## config.mk

```make
export PLATFORM = sky130hd
export DESIGN_NAME = writeback_unit
export DESIGN_NICKNAME = d
export VERILOG_FILES = /design/src/rtl/wb_pkg.sv /design/src/rtl/load_extender.sv /design/src/rtl/writeback_unit.sv
export SDC_FILE = /design/constraint.sdc
export NUM_CORES = 1
export LEC_CHECK = 0
export CORE_MARGIN = 2
export CORE_UTILIZATION = 45
export DETAILED_ROUTE_END_ITERATION = 6
export PLACE_DENSITY = 0.8
export SETUP_SLACK_MARGIN = 0.3
export SYNTH_ARGS = -nofsm -noshare
export SYNTH_HDL_FRONTEND = slang
export SYNTH_HIERARCHICAL = 1
export SYNTH_SLANG_ARGS = --single-unit
```

## constraint.sdc

```tcl
create_clock -name clk -period 8.6 [get_ports clk]
set_clock_uncertainty 0.1 [all_clocks]
set_input_delay 2.58 -clock clk [delete_from_list [all_inputs] [get_ports clk]]
set_output_delay 2.58 -clock clk [all_outputs]
set_load 0.1 [all_outputs]
```

## src/rtl/wb_pkg.sv

```systemverilog
// Shared definitions for the writeback stage: load size encodings, grant codes
// and architectural widths.
package wb_pkg;

  localparam int REG_ADDR_W = 5;
  localparam int XLEN       = 64;

  localparam logic [1:0] SZ_B = 2'd0;
  localparam logic [1:0] SZ_H = 2'd1;
  localparam logic [1:0] SZ_W = 2'd2;
  localparam logic [1:0] SZ_D = 2'd3;

  typedef enum logic [1:0] {
    GNT_NONE = 2'd0,
    GNT_ALU  = 2'd1,
    GNT_LD   = 2'd2
  } grant_t;

endpackage

```

## src/rtl/load_extender.sv

```systemverilog
// Combinational load alignment: shifts the accessed bytes down, keeps the access
// width, sign/zero-extends it, and flags offsets not aligned to the access size.
module load_extender
  import wb_pkg::*;
(
  input  logic [XLEN-1:0] data,
  input  logic [2:0]      offset,
  input  logic [1:0]      size,
  input  logic            is_unsigned,
  output logic [XLEN-1:0] value,
  output logic            misaligned
);

  logic [XLEN-1:0] shifted;

  function automatic logic [XLEN-1:0] extend(input logic [XLEN-1:0] v,
                                             input logic [1:0]      sz,
                                             input logic            uns);
    logic ext;
    logic [XLEN-1:0] r;
    case (sz)
      SZ_B: begin
        ext = !uns && v[7];
        r   = {{56{ext}}, v[7:0]};
      end
      SZ_H: begin
        ext = !uns && v[15];
        r   = {{48{ext}}, v[15:0]};
      end
      SZ_W: begin
        ext = !uns && v[31];
        r   = {{32{ext}}, v[31:0]};
      end
      default: r = v;
    endcase
    return r;
  endfunction

  function automatic logic is_misaligned(input logic [2:0] off, input logic [1:0] sz);
    logic m;
    case (sz)
      SZ_B:    m = 1'b0;
      SZ_H:    m = off[0];
      SZ_W:    m = |off[1:0];
      default: m = |off;
    endcase
    return m;
  endfunction

  assign shifted    = data >> {offset, 3'b000};
  assign value      = extend(shifted, size, is_unsigned);
  assign misaligned = is_misaligned(offset, size);

endmodule

```

## src/rtl/writeback_unit.sv

```systemverilog
// Writeback stage: arbitrates ALU and load results into a single registered
// register-file write per cycle, with starvation protection for the ALU.
module writeback_unit
  import wb_pkg::*;
#(
  parameter int STARVE_LIMIT = 4,
  parameter int CNT_W        = 3
) (
  input  logic                  clk,
  input  logic                  reset,
  input  logic                  alu_valid,
  output logic                  alu_ready,
  input  logic [REG_ADDR_W-1:0] alu_rd,
  input  logic [XLEN-1:0]       alu_result,
  input  logic                  ld_valid,
  output logic                  ld_ready,
  input  logic [REG_ADDR_W-1:0] ld_rd,
  input  logic [XLEN-1:0]       ld_data,
  input  logic [2:0]            ld_offset,
  input  logic [1:0]            ld_size,
  input  logic                  ld_unsigned,
  output logic                  write_enable,
  output logic [REG_ADDR_W-1:0] write_register,
  output logic [XLEN-1:0]       write_value,
  input  logic                  write_ready,
  output logic                  misalign_err,
  output logic                  wb_idle
);

  localparam logic [CNT_W-1:0] LIMIT = CNT_W'(STARVE_LIMIT);

  logic             out_valid;
  logic [CNT_W-1:0] starve_cnt;
  logic             can_load;
  grant_t           grant;
  logic [XLEN-1:0]  ld_value;
  logic             ld_misaligned;

  load_extender u_ext (
    .data        (ld_data),
    .offset      (ld_offset),
    .size        (ld_size),
    .is_unsigned (ld_unsigned),
    .value       (ld_value),
    .misaligned  (ld_misaligned)
  );

  assign can_load = !out_valid || write_ready;

  // Loads win contention until the ALU has lost STARVE_LIMIT times in a row.
  always_comb begin
    grant = GNT_NONE;
    if (can_load) begin
      if (alu_valid && ld_valid)
        grant = (starve_cnt == LIMIT) ? GNT_ALU : GNT_LD;
      else if (alu_valid)
        grant = GNT_ALU;
      else if (ld_valid)
        grant = GNT_LD;
    end
  end

  assign alu_ready    = (grant == GNT_ALU);
  assign ld_ready     = (grant == GNT_LD);
  assign write_enable = out_valid && (write_register != '0);
  assign wb_idle      = !out_valid && !alu_valid && !ld_valid;

  // Starvation counter saturates at the limit so a long stall cannot wrap past it.
  always_ff @(posedge clk or posedge reset) begin
    if (reset) begin
      starve_cnt <= '0;
    end else if (alu_valid && grant != GNT_ALU) begin
      if (starve_cnt != LIMIT)
        starve_cnt <= starve_cnt + 1'b1;
    end else begin
      starve_cnt <= '0;
    end
  end

  // Output register stage: one pending write, held until write_ready.
  always_ff @(posedge clk or posedge reset) begin
    if (reset) begin
      out_valid      <= 1'b0;
      write_register <= '0;
      write_value    <= '0;
      misalign_err   <= 1'b0;
    end else begin
      misalign_err <= (grant == GNT_LD) && ld_misaligned;
      if (can_load) begin
        case (grant)
          GNT_ALU: begin
            out_valid      <= 1'b1;
            write_register <= alu_rd;
            write_value    <= alu_result;
          end
          GNT_LD: begin
            // A misaligned load is consumed but produces no write.
            out_valid <= !ld_misaligned;
            if (!ld_misaligned) begin
              write_register <= ld_rd;
              write_value    <= ld_value;
            end
          end
          default: out_valid <= 1'b0;
        endcase
      end
    end
  end

endmodule

```

==> results of run 1 <==
## logic make-up after synthesis
logic type                 after synthesis
muxes                                  226
and+or+nand+nor                        145
DFF                                     74
buffers and inverters                   63
AOI/OAI and AO/OA                       47
adders and majority gates                4
xor gates and xnor gates                 1
## cell usage in the layout, fill, tap and decap left out, drive strengths merged
cell and count:
clkinv 4, a311o 1, and3 7, nand4b 1, o221ai 1, and3b 2
nor2b 18, clkbuf 9, nand2 37, mux2i 44, clkdlybuf4s50 218, o21ai 24
nand4 34, o21a 1, inv 6, o22a 2, nand3 19, a22oi 1
o2bb2ai 8, bufinv 2, nor3 3, nor3b 2, buf 11, nor2 14
and2 2, o211ai 3, mux4 27, a22o 1, a2bb2oi 2, mux2 155
dfrtp 74, clkinvlp 2, or4 2, xnor2 1, nand2b 3, a21oi 3
ha 4, nand4bb 1
## report_power, final
| part | internal, mW | switching [mW] |
|---|---|---|
| Clock | 0.253 | 0.151 |
| Sequential | 0.486 | 0.0752 |
| Combinational | 0.505 | 1.29 |
## cell type report
type | instances | area, µm²
fillers | 1046 | 4650
flip-flops and latches | 74 | 1850
well taps | 176 | 220
multi-input cells | 423 | 4080
clock inverters | 7 | 93.8
repair buffers | 229 | 2260
inverters | 7 | 27.5
clock buffers | 9 | 225
## per-stage QoR
stage / total power, mW / hold WS (ns) / std cells
after floorplan: 1.91 / 0.430 / 560
after global placement: 2.34 / 0.371 / 909
after detailed placement: 2.36 / 0.376 / 909
after CTS: 2.78 / 0.390 / 925
after global routing: 2.85 / 0.418 / 925
final: 2.76 / 0.385 / 925
## path summary, 6_finish.rpt
check	end	slack (ns)	start	cells after the start
setup reg to reg	write_value[22]	5.42	starve_cnt[0]	11
hold / removal	write_value[3]	0.38	write_value[3]	1
max in group asynchronous	write_value[48]	5.00	reset	3
min in group asynchronous	write_value[39]	2.71	reset	3
hold reg to reg	write_value[3]	0.38	write_value[3]	1
setup / recovery	alu_ready	1.18	write_ready	5
## per-layer routing
metal	track usage, %	wire [µm]	up-vias
met5	0	0	-
met4	12.4	727	0
met3	6.18	1540	37
met2	43.5	9440	283
met1	33.8	8020	2739
li1	-	-	2473
## sequential cells by signal, summed over array words and instances (netlist names)
name and flops:
misalign_err 1, out_valid 1, starve_cnt 3, write_register 5, write_value 64
==> impl_results.md, run 1 <==
* Global-route wire length before repair at 30100 µm
* Complex-gate fraction of the synthesized area at roughly 5%
* # resized after CTS at 0
* P&R area growth vs syn at 40.7%
* Most frequent CP cell: clkdlybuf4s50_1
* Least-Margin Pin Slew at between 1 and 1.5 ns
* Die area at between 10000 and 15000 µm²
* Crit-path max cell delay at ~1.2 ns
* Num CTS Buffers at 9
* Seq/Total Area, Yosys at a little under 30%
* Status: finished, violations left
* DRT iter0 DRCs at roughly 400
* H-tree depth at 3
* Fin crit share at a little under nine tenths
* Maxcap violations at 0
* Final nets at 897
* Main area contributors after synthesis: dfrtp_1 (30%), mux2_2 (26%), mux4_2 (9.8%)
* Max VDD drop at roughly 0.25 mV
* Min Tclk post-route at between 7 and 8 ns
* # rows at 42
* Synth Flop Type: dfrtp_1
* Worst Path Required at 5.92 ns
* Setup crit start kind: input pin
* RePlAce Congestion at a little over 0.9
* DRC violations left at 2
* Final Cell Area at around 8800 µm²
* Max Fanout on Critical Path at 5
* Synth warnings at 6
* Core ar. at roughly 13000 µm²
* DP Wirelength at 14600 µm
* Final setup margin at around 1.2 ns
* Post-synth cell types at between 40 and 50
* Drt first pass iters at 7
* Antenna violations before repair at 0
* Post-synthesis mux area share at around 45%
* Buffers on Ports at around 220
* Failing checks: DRC
* Total grt overflow at 0
* Synthesized cell area at 6220 µm²
* I/O pin count at ~220
* Die Y at 122 µm
* Worst path buffer plus inverter count at 2
* Share of the synthesized area in the top cell type at between 20 and 30%
* Synth cell count leaders: mux2_2 (145), dfrtp_1 (74), mux2i_1 (44), nand2_1 (37), mux4_2 (27)
* Overall Global Routing Usage at about a quarter
* Setup total negative slack at 0 ns
* Clk root buf: clkbuf_16
* Detail-routed net length per standard cell at 21.3 µm
* Critical path endpoint category: primary output
* Cts hold-fix bufs at 0
* XOR/XNOR Fraction of Synth Area at 0.141%
* Most frequent cell after synthesis: mux2_2
* Number of flops mapped to enable cells by yosys at 0
* Die X at roughly 120 µm
* Power per cell area at ~320 nW/µm²
* Largest net degree at the start of global routing at 75
* Crit path max-delay family: buffers and inverters
* Leak at 3.57 nW
* Vias in the first global route at ~5600
* Vias at around 5500
* Setup repair bufs after CTS at 0
* Latest clock arrival within the worst-skew pair at 0.34 ns
* Cell taking the most area after synthesis: dfrtp_1
* Critical Path AT at about 4.7 ns
* Ant diodes at 0
* Cell count after synthesis at between 500 and 600
* Fmax at between 100 and 150 MHz
* Slowest-stage cell, CP: clkdlybuf4s50_1
* Syn avg cell area at about 11 µm²
* Endpoints failing hold at 0
* CP Class: in2out
* Util after Layout at 65.3%
* RSZ-0062 raised after global routing: false
* Slew headroom at between 20% and 30%
* Place WS at roughly 1.2 ns
* Ys async rst share at between 90% and 100%
* Clk slew on worst S/H paths at around 0.060 ns
* Maximum clock path buffer count at 2
* Placed Area at between 8000 and 9000 µm²
* Main combinational cell family by area after synthesis: multiplexers
* CTS tree: done
* Finish-stage setup viols at 0
* Proportion of layout cells with a drive suffix above 1 at 29.6%
* Critical path, cell by cell: clkdlybuf4s50_1, nand2b_1, and3_1, ha_1, clkdlybuf4s50_1
* Syn Nets at between 700 and 800
* Drt total wl at around 20000 µm
* # clock sinks at 74
* Simple-gate share of the synthesized area at 14.2%
* Worst Hold Class: reg2reg
* Post-synthesis adder-cell area fraction at less than 1%
* #FFs+latches synth at 74
* Vias/cell at roughly 6
* Pins Over Slew Limit at 0
* Starting Density at a little under half
* Post-DRT Antenna Nets at 0
Power figures use the tool's default switching activity.
==> inputs of run 2 (changes only) <==
- ABC_CLOCK_PERIOD_IN_PS: unset -> 8600
==> results of run 2 <==
The final DEF is identical to that of run 1; final timing and power are the same.
==> inputs of run 3 (changes only) <==
- CORE_ASPECT_RATIO: unset -> 1.5
- PLACE_DENSITY: 0.8 -> 0.83
- SKIP_LAST_GASP: unset -> 1
- SYNTH_HIERARCHICAL: 1 -> unset
==> run 3 against run 2 <==
The run now ends clean. Sequential cell count is the same. Via count increased by 2.0%. Die area decreased by 12%. Utilization is 1.6 points higher. Hold slack lost 0.0015 ns. Worst setup slack better by 0.36 ns.
==> impl_results.md, run 3 <==
* Sequential Area at ~1900 µm²
* Ant diodes at 0
* Synth Flop Type: dfrtp_1
* Main area contributors after synthesis: dfrtp_1 (34%), mux2i_1 (13%), o22ai_1 (6.5%)
* Die area at approximately 13000 µm²
* Most frequent cell after synthesis: nand2_1
* Synth cell count leaders: nand2_1 (87), dfrtp_1 (74), mux2i_1 (68), o22ai_1 (56), o21ai_0 (44)
* Max reg flops at 64
* Num CTS Buffers at 9
* Fin crit share at 82.0%
* Latest clock arrival within the worst-skew pair at about 0.34 ns
* Power per cell area at around 340 nW/µm²
* Overall Global Routing Usage at between 20% and 30%
* #FFs+latches synth at 74
* Syn Nets at ~740
* Endpoints failing hold at 0
* Clk root buf: clkbuf_16
* Buffers on Ports at roughly 220
* Multi-input gate area at between 3000 and 4000 µm²
* CP Class: in2out
* Vias in the first global route at roughly 5700
* Fill cells at 978
* Leak at about 3.2 nW
* Detail-routed net length per standard cell at 20.7 µm
* Cell count after synthesis at 590
* Least-Margin Pin Slew at around 1.0 ns
* Core ar. at around 12000 µm²
* Place WS at 1.54 ns
* H-tree depth at 3
* Synth warnings at 0
* Maximum clock path buffer count at 2
* DRC violations left at 0
* Top flop regs: write_value (64), write_register (5), starve_cnt (3)
* Starting Density at a little under half
* Max Fanout on Critical Path at 3
* Placed Area at 7630 µm²
* P&R area growth vs syn at 47.0%
* Share of the synthesized area in the top cell type at between 30% and 40%
* Clk slew on worst S/H paths at about 0.06 ns
* Largest net degree at the start of global routing at between 80 and 90
* RePlAce Congestion at between 0.9 and 1
* Worst Path Required at ~6 ns
* Final nets at around 930
* Status: complete, no violations
* DP Wirelength at 14600 µm
* DRT iter0 DRCs at about 440
* Worst Hold Class: reg2reg
* Post-synth cell types at 47
* Setup crit start kind: input pin
* Worst flop-to-flop path startpoint: starve_cnt[0]
* Crit path capture: wb_idle
* Total grt overflow at 0
* Cts hold-fix bufs at 0
* Slew headroom at about 32%
* Max VDD drop at ~0.18 mV
* Seq/Total Area, Yosys at about a third
* I/O pin count at approximately 220
* # resized after CTS at 0
* Capturing point of the worst reg2reg path: write_value[52]
* Setup total negative slack at 0 ns
* Vias/cell at between 6 and 7
* Maxcap violations at 0
* Final Cell Area at around 8000 µm²
* # clock sinks at 74
* Setup repair bufs after CTS at 0
* Critical Path AT at roughly 4.4 ns
* Drt total wl at between 15000 and 20000 µm
* CTS tree: done
* Ys async rst share at 100%
* Antenna violations before repair at 0
* Post-DRT Antenna Nets at 0
* Proportion of layout cells with a drive suffix above 1 at approximately 11%
* Global-route wire length before repair at ~30000 µm
* Cell taking the most area after synthesis: dfrtp_1
* Final setup margin at about 1.5 ns
* # rows at 49
* Drt first pass iters at 7
* FF-to-FF path depth at 13
* Die X at about 94 µm
* Crit path launch: ld_valid
* Synthesized cell area at 5420 µm²
* Critical path endpoint category: primary output
* Syn avg cell area at approximately 9 µm²
* Number of flops mapped to enable cells by yosys at 0
* Pins Over Slew Limit at 0
* Most frequent cells in the layout: clkdlybuf4s50_1 (218), nand2_1 (87), dfrtp_1 (74)
* Biggest register: write_value
* Total Power at around 2.7 mW
* RSZ-0062 raised after global routing: false
* Vias at around 5600
* Finish-stage setup viols at 0
* Reg2reg setup slack at 5.13 ns
* Min Tclk post-route at around 7 ns
* Fmax at about 140 MHz
* Die Y at 138 µm
* Util after Layout at approximately two thirds
* Commonest non-fill, non-tap cell in the layout: clkdlybuf4s50_1
==> run 3: cell types whose count changed after synthesis, moves of 13 or more <==
cell	previous run	this run
a22oi_1	1	16
mux2_2	145	9
nand4_1	18	2
a21oi_2	0	30
o22ai_1	0	56
nand2_1	37	87
nand4_2	16	0
mux4_2	27	14
o21ai_0	24	44
a21oi_1	3	16
mux2i_1	44	68
nand3_1	19	4
==> run 3: through the flow <==
step	hold WS, ns	instances
2_1_floorplan	0.426	590
3_3_place_gp	0.362	922
3_5_place_dp	0.372	922
4_1_cts	0.385	937
5_1_grt	0.400	937
6_report	0.383	937
==> run 3: worst min path at each step <==
| stage | from | end | slack (ns) | depth (start not counted) |
|---|---|---|---|---|
| finish | write_value[8] | write_value[8] | 0.38 | 2 |
| global route | write_value[8] | write_value[8] | 0.40 | 2 |
| CTS | write_value[8] | write_value[8] | 0.39 | 2 |
| detailed placement | write_value[8] | write_value[8] | 0.37 | 2 |
| global placement | write_value[4] | write_value[4] | 0.36 | 2 |
| floorplan | out_valid | out_valid | 0.43 | 2 |
==> run 3: area by class of cell <==
cell class | count | share of cell area, %
Timing Repair Buffer | 230 | 28.5
Clock buffer | 10 | 2.88
Inverter | 14 | 0.660
Tap cell | 153 | 2.40
Clock inverter | 5 | 1.30
Multi-Input combinational cell | 451 | 41.0
Sequential cell | 74 | 23.3
==> run 3: cell families (layout without fill, tap and decap cells) <==
kind of cell               count (synthesis)  count (layout)  share of synthesized area [%]
buffers and inverters                     65             259                           5.80
muxes                                     93              93                           20.8
and+or+nand+nor                          155             155                           13.6
DFF                                       74              74                           34.2
adders and majority gates                  4               4                          0.924
xor gates and xnor gates                   1               1                          0.162
AOI/OAI and AO/OA                        198             198                           24.6
==> run 3: critical path, stage by stage <==
cell and delay (ns):
clkdlybuf4s50_1 0.45, nor3_1 0.18, clkdlybuf4s50_1 1.16
==> run 3: power by group <==
| group | switching [mW] | internal, mW | leakage, nW |
|---|---|---|---|
| sequential | 0.0825 | 0.481 | 0.880 |
| combinational | 1.29 | 0.433 | 2.16 |
| clock | 0.149 | 0.282 | 0.163 |
| total | 1.52 | 1.20 | 3.21 |
==> run 3: metal layers <==
layer | vias to the layer above | track usage, % | routed length, µm
met4 | 0 | 14.3 | 920
met1 | 2759 | 33.1 | 7130
met2 | 260 | 51.9 | 10100
met3 | 50 | 5.50 | 1260
met5 | - | 0 | 0
li1 | 2571 | - | -
